**src/rtl/muon_display_pkg.sv**
```systemverilog
// Shared digit width, default digit count and converter state
// encoding for the muon display path.
package muon_display_pkg;

    localparam int BCD_W          = 4;
    localparam int DEF_NUM_DIGITS = 8;

    localparam logic [BCD_W-1:0] BCD_NINE = 4'h9;
    localparam logic [BCD_W*DEF_NUM_DIGITS-1:0] NINE_FILL =
        {DEF_NUM_DIGITS{BCD_NINE}};

    typedef enum logic [1:0] {
        ST_IDLE,
        ST_SHIFT,
        ST_COMMIT
    } state_t;

    function automatic logic [63:0] pow10(input int n);
        logic [63:0] r;
        r = 64'd1;
        for (int i = 0; i < n; i++) begin
            r = r * 64'd10;
        end
        return r;
    endfunction

endpackage

```
**src/rtl/bcd_add3.sv**
```systemverilog
// Double-dabble nibble correction: values of five or more get +3
// so the following left shift carries into the next decade.
module bcd_add3
    import muon_display_pkg::*;
(
    input  logic [BCD_W-1:0] nib,
    output logic [BCD_W-1:0] fix
);

    assign fix = (nib >= 4'd5) ? nib + 4'd3 : nib;

endmodule

```
**src/rtl/bcd_split_converter.sv**
```systemverilog
// Iterative binary-to-BCD converter; commits the full result in one
// edge so the display never shows partial digits.
module bcd_split_converter
    import muon_display_pkg::*;
#(
    parameter int BIN_WIDTH  = 27,
    parameter int NUM_DIGITS = DEF_NUM_DIGITS
) (
    input  logic                          clk,
    input  logic                          rst_n,
    input  logic                          start,
    input  logic [BIN_WIDTH-1:0]          bin_in,
    output logic                          busy,
    output logic                          done,
    output logic                          overflow,
    output logic [BCD_W*NUM_DIGITS/2-1:0] digits_A,
    output logic [BCD_W*NUM_DIGITS/2-1:0] digits_B
);

    localparam int SW = BCD_W * NUM_DIGITS;
    localparam int CW = $clog2(BIN_WIDTH + 1);
    localparam logic [CW-1:0] CNT_LOAD = CW'(BIN_WIDTH);
    localparam logic [63:0] MAX_VAL = pow10(NUM_DIGITS) - 64'd1;

    state_t               state;
    logic [SW-1:0]        scratch;
    logic [SW-1:0]        adj;
    logic [BIN_WIDTH-1:0] binreg;
    logic [CW-1:0]        cnt;
    logic                 ovf_pend;
    logic                 ovf_in;

    assign ovf_in = 64'(bin_in) > MAX_VAL;

    for (genvar g = 0; g < NUM_DIGITS; g++) begin : g_add3
        bcd_add3 u_add3 (
            .nib (scratch[g*BCD_W +: BCD_W]),
            .fix (adj[g*BCD_W +: BCD_W])
        );
    end

    always_ff @(posedge clk or negedge rst_n) begin
        if (!rst_n) begin
            state    <= ST_IDLE;
            scratch  <= '0;
            binreg   <= '0;
            cnt      <= '0;
            ovf_pend <= 1'b0;
            busy     <= 1'b0;
            done     <= 1'b0;
            overflow <= 1'b0;
            digits_A <= '0;
            digits_B <= '0;
        end else begin
            done <= 1'b0;
            unique case (state)
                ST_IDLE: begin
                    if (start) begin
                        binreg   <= bin_in;
                        scratch  <= '0;
                        cnt      <= CNT_LOAD;
                        ovf_pend <= ovf_in;
                        busy     <= 1'b1;
                        state    <= ST_SHIFT;
                    end
                end
                ST_SHIFT: begin
                    // carry out of the top nibble only happens on overflow
                    scratch <= {adj[SW-2:0], binreg[BIN_WIDTH-1]};
                    binreg  <= binreg << 1;
                    cnt     <= cnt - CW'(1);
                    if (cnt == CW'(1)) begin
                        state <= ST_COMMIT;
                    end
                end
                ST_COMMIT: begin
                    if (ovf_pend) begin
                        {digits_A, digits_B} <= {NUM_DIGITS{BCD_NINE}};
                    end else begin
                        {digits_A, digits_B} <= scratch;
                    end
                    overflow <= ovf_pend;
                    done     <= 1'b1;
                    busy     <= 1'b0;
                    state    <= ST_IDLE;
                end
                default: state <= ST_IDLE;
            endcase
        end
    end

endmodule

```
**config.mk**
```make
export PLATFORM = sky130hd
export DESIGN_NAME = bcd_split_converter
export DESIGN_NICKNAME = d
export VERILOG_FILES = /design/src/rtl/muon_display_pkg.sv /design/src/rtl/bcd_add3.sv /design/src/rtl/bcd_split_converter.sv
export SDC_FILE = /design/constraint.sdc
export NUM_CORES = 1
export LEC_CHECK = 0
export ABC_AREA = 0
export ABC_CLOCK_PERIOD_IN_PS = 1860
export CAP_MARGIN = 15
export CORE_ASPECT_RATIO = 0.5
export CORE_MARGIN = 1.5
export CORE_UTILIZATION = 52
export DETAILED_ROUTE_END_ITERATION = 8
export DONT_BUFFER_PORTS = 1
export PLACE_DENSITY = 0.67
export SLEW_MARGIN = 20
export SYNTH_ARGS = -nofsm -noshare
export SYNTH_HDL_FRONTEND = slang
export SYNTH_HIERARCHICAL = 1
export SYNTH_SLANG_ARGS = --single-unit
```
**constraint.sdc**
```tcl
create_clock -name clk -period 1.86 [get_ports clk]
set_input_delay 0.093 -clock clk [delete_from_list [all_inputs] [get_ports clk]]
set_output_delay 0.093 -clock clk [all_outputs]
set_load 0.1 [all_outputs]
```
-- Yosys cells after proc, flatten, opt, wreduce, memory -nomap -nowiden
Cells that the tools add are included.
- output and inout port bits: 35
- flip-flop bits (word level): 102
- logic and storage cells: 62
- input bits: 30
- muxes and demuxes: 22
- $lt $le $gt $ge: 9
- equal/unequal tests: 5
- $add $sub $neg: 9
- reductions and logical operators: 7
- operator list (operator ; count):
    $pmux 32 s2 ; 1
    $pmux 27 s2 ; 1
    $ge 4x3->1 const B ; 8
    $mux 16 ; 2
    $mux 32 ; 1
    $add 4x2->4 const B ; 7
    $mux 4 ; 7
    $gt 27x27->1 const B ; 1
    $mux 27 ; 1
    $pmux 5 s2 ; 1
    $reduce_and 2->1 ; 4
    $eq 5x1->1 const B ; 1
    $mux 5 ; 1
    $sub 5x1->5 const B ; 1
    $mux 2 ; 2
    $ne 2x2->1 const B ; 2
    $pmux 2 s2 ; 1
    $reduce_bool 2->1 ; 2
    $add 3x2->3 const B ; 1
    $mux 3 ; 1
    $eq 2x1->1 const B ; 1
    $eq 2x2->1 const B ; 1
    $logic_not 2->1 ; 1
    $mux 1 ; 2
    $pmux 1 s2 ; 1

-- Depth between registers and ports, before layout
- word-level depth: 3
- mapped depth: 7
- depth with buffers taken out: 7

-- Modules after synthesis
Netlist, hierarchy kept.
- modules (own cells, without submodules) (module ; seq. area each (µm²) ; area an instance (µm²) ; instances ; cells each):
    bcd_split_converter ; 2552.4 ; 4319.1 ; 1 ; 479
    bcd_add3 ; 0.0 ; 101.3 ; 8 ; 16

-- Least setup slack after synthesis
OpenSTA, ideal clock, no wires.
- kind: reg2reg
- start point: register scratch[8]
- end point: register scratch[10]
- path slack: 0.536 ns
- clock period less this slack: 1.324 ns
- path buffers: 0
- required time: 1.777 ns
- cell stages (with the launch flop): 7
- arrival: 1.241 ns
- library setup time: 0.083 ns
- path through: dfrtp_1 ha_1 nand2b_1 a21oi_2 mux2i_1 nand2_1 o21ai_0
- longest elaborated chain between the ends: 3
- elaborated cells between the ends (all ways): 4
- classes of those cells: 1 x add/sub; 1 x order compare; 2 x mux
- ends and longest elaborated chain (what ; RTL line ; source):
    start, declared ; bcd_split_converter.sv:26 ; logic [SW-1:0] scratch;
    start signal, assigned ; bcd_split_converter.sv:69 ; scratch <= {adj[SW-2:0], binreg[BIN_WIDTH-1]};
    $add 4x2->4 or $ge 4x3->1 (tied branches) ; bcd_add3.sv:10 ; assign fix = (nib >= 4'd5) ? nib + 4'd3 : nib;
    $mux 4 (*) ; bcd_add3.sv:10 ;
    net adj[9] ; bcd_split_converter.sv:27 ; logic [SW-1:0] adj;
    $pmux 32 s2 (*) ; bcd_split_converter.sv:56 ; unique case (state)
Mark *: on every way through the listed nets, which the timed path passes. The rest lies on a longest branch.
A chain may end at the register's enable or synchronous reset.

-- Worst setup path after layout
- start point: register state[1]
- end point: register binreg[10]
- longest elaborated chain between the ends: 3
- elaborated cells between the ends (all ways): 6
- classes of those cells: 2 x eq/ne; 1 x mux; 3 x reduce/logical
- ends and longest elaborated chain (what ; RTL line ; source):
    start, declared ; bcd_split_converter.sv:25 ; state_t state;
    start signal, assigned ; bcd_split_converter.sv:44 ; state <= ST_IDLE;
    start signal, assigned ; bcd_split_converter.sv:64 ; state <= ST_SHIFT;
    start signal, assigned ; bcd_split_converter.sv:73 ; state <= ST_COMMIT;
    $eq 2x1->1 or $logic_not 2->1 (tied branches) ; bcd_split_converter.sv:56 ;
    $reduce_bool 2->1 (no source line) or $ne 2x2->1 (tied branches) ; -- ;
    $reduce_and 2->1 (no source line) ; -- ;
    end signal, assigned ; bcd_split_converter.sv:59 ; binreg <= bin_in;
    end signal, assigned ; bcd_split_converter.sv:70 ; binreg <= binreg << 1;
    end, declared ; bcd_split_converter.sv:28 ; logic [BIN_WIDTH-1:0] binreg;
Several ways; a longest one is shown, not always the timed one.

==> metrics.cfg <==
[floorplan]
row_count=25
fp.coreArea_sq_um=9509
dieWidth_um=143.2
io_pins=65
initial_core_util_pct=53.74
die_h_um=73.10
die-area_sq_um=10470

[place]
gp_congestion=0.7716
dp.cells=753
dp_hpwl_mm=6.539
place.port_buffers=0

[sta]
skew_ps=6.791
drv_slew=0
whs_ps=-559.6
rsz0062_at_grt=false
fmax_mhz=658.7
worst_pin_slew_ps=528.1
fin_tns_setup_ps=0
finalCriticalPeriod_ps=1518
slew_headroom_pct=64.75
hold_viol=102
fin_crit_sh_pct=81.62
finalSetupViolations=0

[clock_tree]
clkSinkCount=102
clk_latency_ps=340
cts.repair.resized=0
cts_tree=done
clk_pin_slew_ps=70
cts_inserted_buffers=9
clock_path_buffers=2
root_buffer=clkbuf_16
cts-hold-fix-buffers=28
htreeDepth=3

[worst_hold_path]
hold_class=in2async

[route]
drtIter0Drc=242
routed_wirelength_mm=10.38
dr.pass1.iters=5
drc=0
final_antenna_net_count=0
vias=4069
wl_per_cell_um=13.03
vias_per_cell=5.105

[global_routing]
grt_pass1_wl_mm=18.07
grt_overflow_total=0
grt_max_degree=103
track_usage_pct=22.05
antenna_found_initial=0
first_global_vias=3960

[worst_setup_path]
cp-end-kind=flop
crit_fanout=16
criticalPathCategory=reg2reg
start_kind=flop
arrival_ps=1770
cp.required_ps=2120

[final_layout]
seqCellArea_sq_um=2552
diodes=0
drive_gt1_share_pct=11.63
area_growth_pct=19.59
fill_cells=861
final_cells=797
multiInputGateArea_sq_um=2307
fin_nets=705

[yosys]
synth_cells=603
synth_fp_nets=651
synth.cell_area_sq_um=5110
ys.warnings.count=6
syn_avg_cell_area_sq_um=8.474

[power_and_ir_drop]
p_leak_nw=2.871
powerDensity_nw_per_um2=1918
ir_drop_mv=0.6216

[outcome]
violations=hold timing
status=finished, violations left

[flow_run]
drv_cap=0

==> report_power, final <==
part,internal (W),switching [W],total [W]
Clock,0.00101,0.000798,0.00181
Combinational,0.00196,0.00405,0.00600
Sequential,0.00315,0.000758,0.00391
Total,0.00612,0.00560,0.0117
==> registers in the layout (all words and copies together), names as in the netlist <==
| name | cells |
|---|---|
| binreg | 27 |
| busy | 1 |
| cnt | 5 |
| digits_A | 16 |
| digits_B | 16 |
| done | 1 |
| overflow | 1 |
| ovf_pend | 1 |
| scratch | 32 |
| state | 2 |
==> timing repair <==
item | CTS | global route
setup endpoints to repair | 0 | 0
setup buffers | 0 | 0
endpoints found under the hold margin | 131 | 102
==> worst max-delay path, cell delays in order, from the launching register on <==
cell,delay (ps)
dfrtp_1,450
nor3b_4,510
buf_12,210
nand2_1,70
a31oi_1,190
==> final timing paths <==
check                      cells past startpoint  slack, ps         from          end
min                                            0       -560        rst_n   binreg[14]
min reg2reg                                    2        480  digits_B[9]  digits_B[9]
max reg2reg                                    4        340     state[1]   binreg[10]
max in group asynchronous                      0       2280        rst_n  digits_B[0]
min in group clk                               2        120        start     ovf_pend
max                                            4        340     state[1]   binreg[10]
==> cells in the final DEF, fill, tap and decap left out, types with 18 or more instances in the layout <==
master,instances
nand2b_1,31
buf_4,42
dlygate4sd3_1,28
inv_1,21
dfrtp_1,102
o21ai_0,73
nand2_1,185
a31oi_1,26
nor2_1,56
ha_1,18
==> cell type report <==
type | count | share of cell area (%)
clock buffers | 13 | 4.423
well taps | 135 | 2.764
multi-input cells | 447 | 37.76
repair buffers | 76 | 11.71
inverters | 21 | 1.290
clock inverters | 3 | 0.2867
flip-flops and latches | 102 | 41.77
==> through the flow <==
| step | utilization (%) | instance area (sq um) | worst slack [ps] | power [W] | hold WS [ps] |
|---|---|---|---|---|---|
| floorplan | - | 5110 | 536.0 | 0.008657 | -202.6 |
| global placement | 58.29 | 5543 | 421.2 | 0.009730 | -199.8 |
| detailed placement | 58.29 | 5543 | 378.4 | 0.009928 | -200.5 |
| CTS | 64.26 | 6111 | 377.1 | 0.01182 | -571.3 |
| global route | 64.26 | 6111 | 203.2 | 0.01266 | -578.9 |
| finish | 64.26 | 6111 | 341.8 | 0.01172 | -559.6 |
==> layer usage <==
metal,vias to the layer above,GRT usage [%],part of all wire (%)
met5,-,0,0
met4,0,7.331,0.92
met3,9,5.118,4.3
met2,79,37.73,48
met1,1909,27.98,47
li1,2072,-,-
No activity file was read; power rests on OpenSTA's default activity.
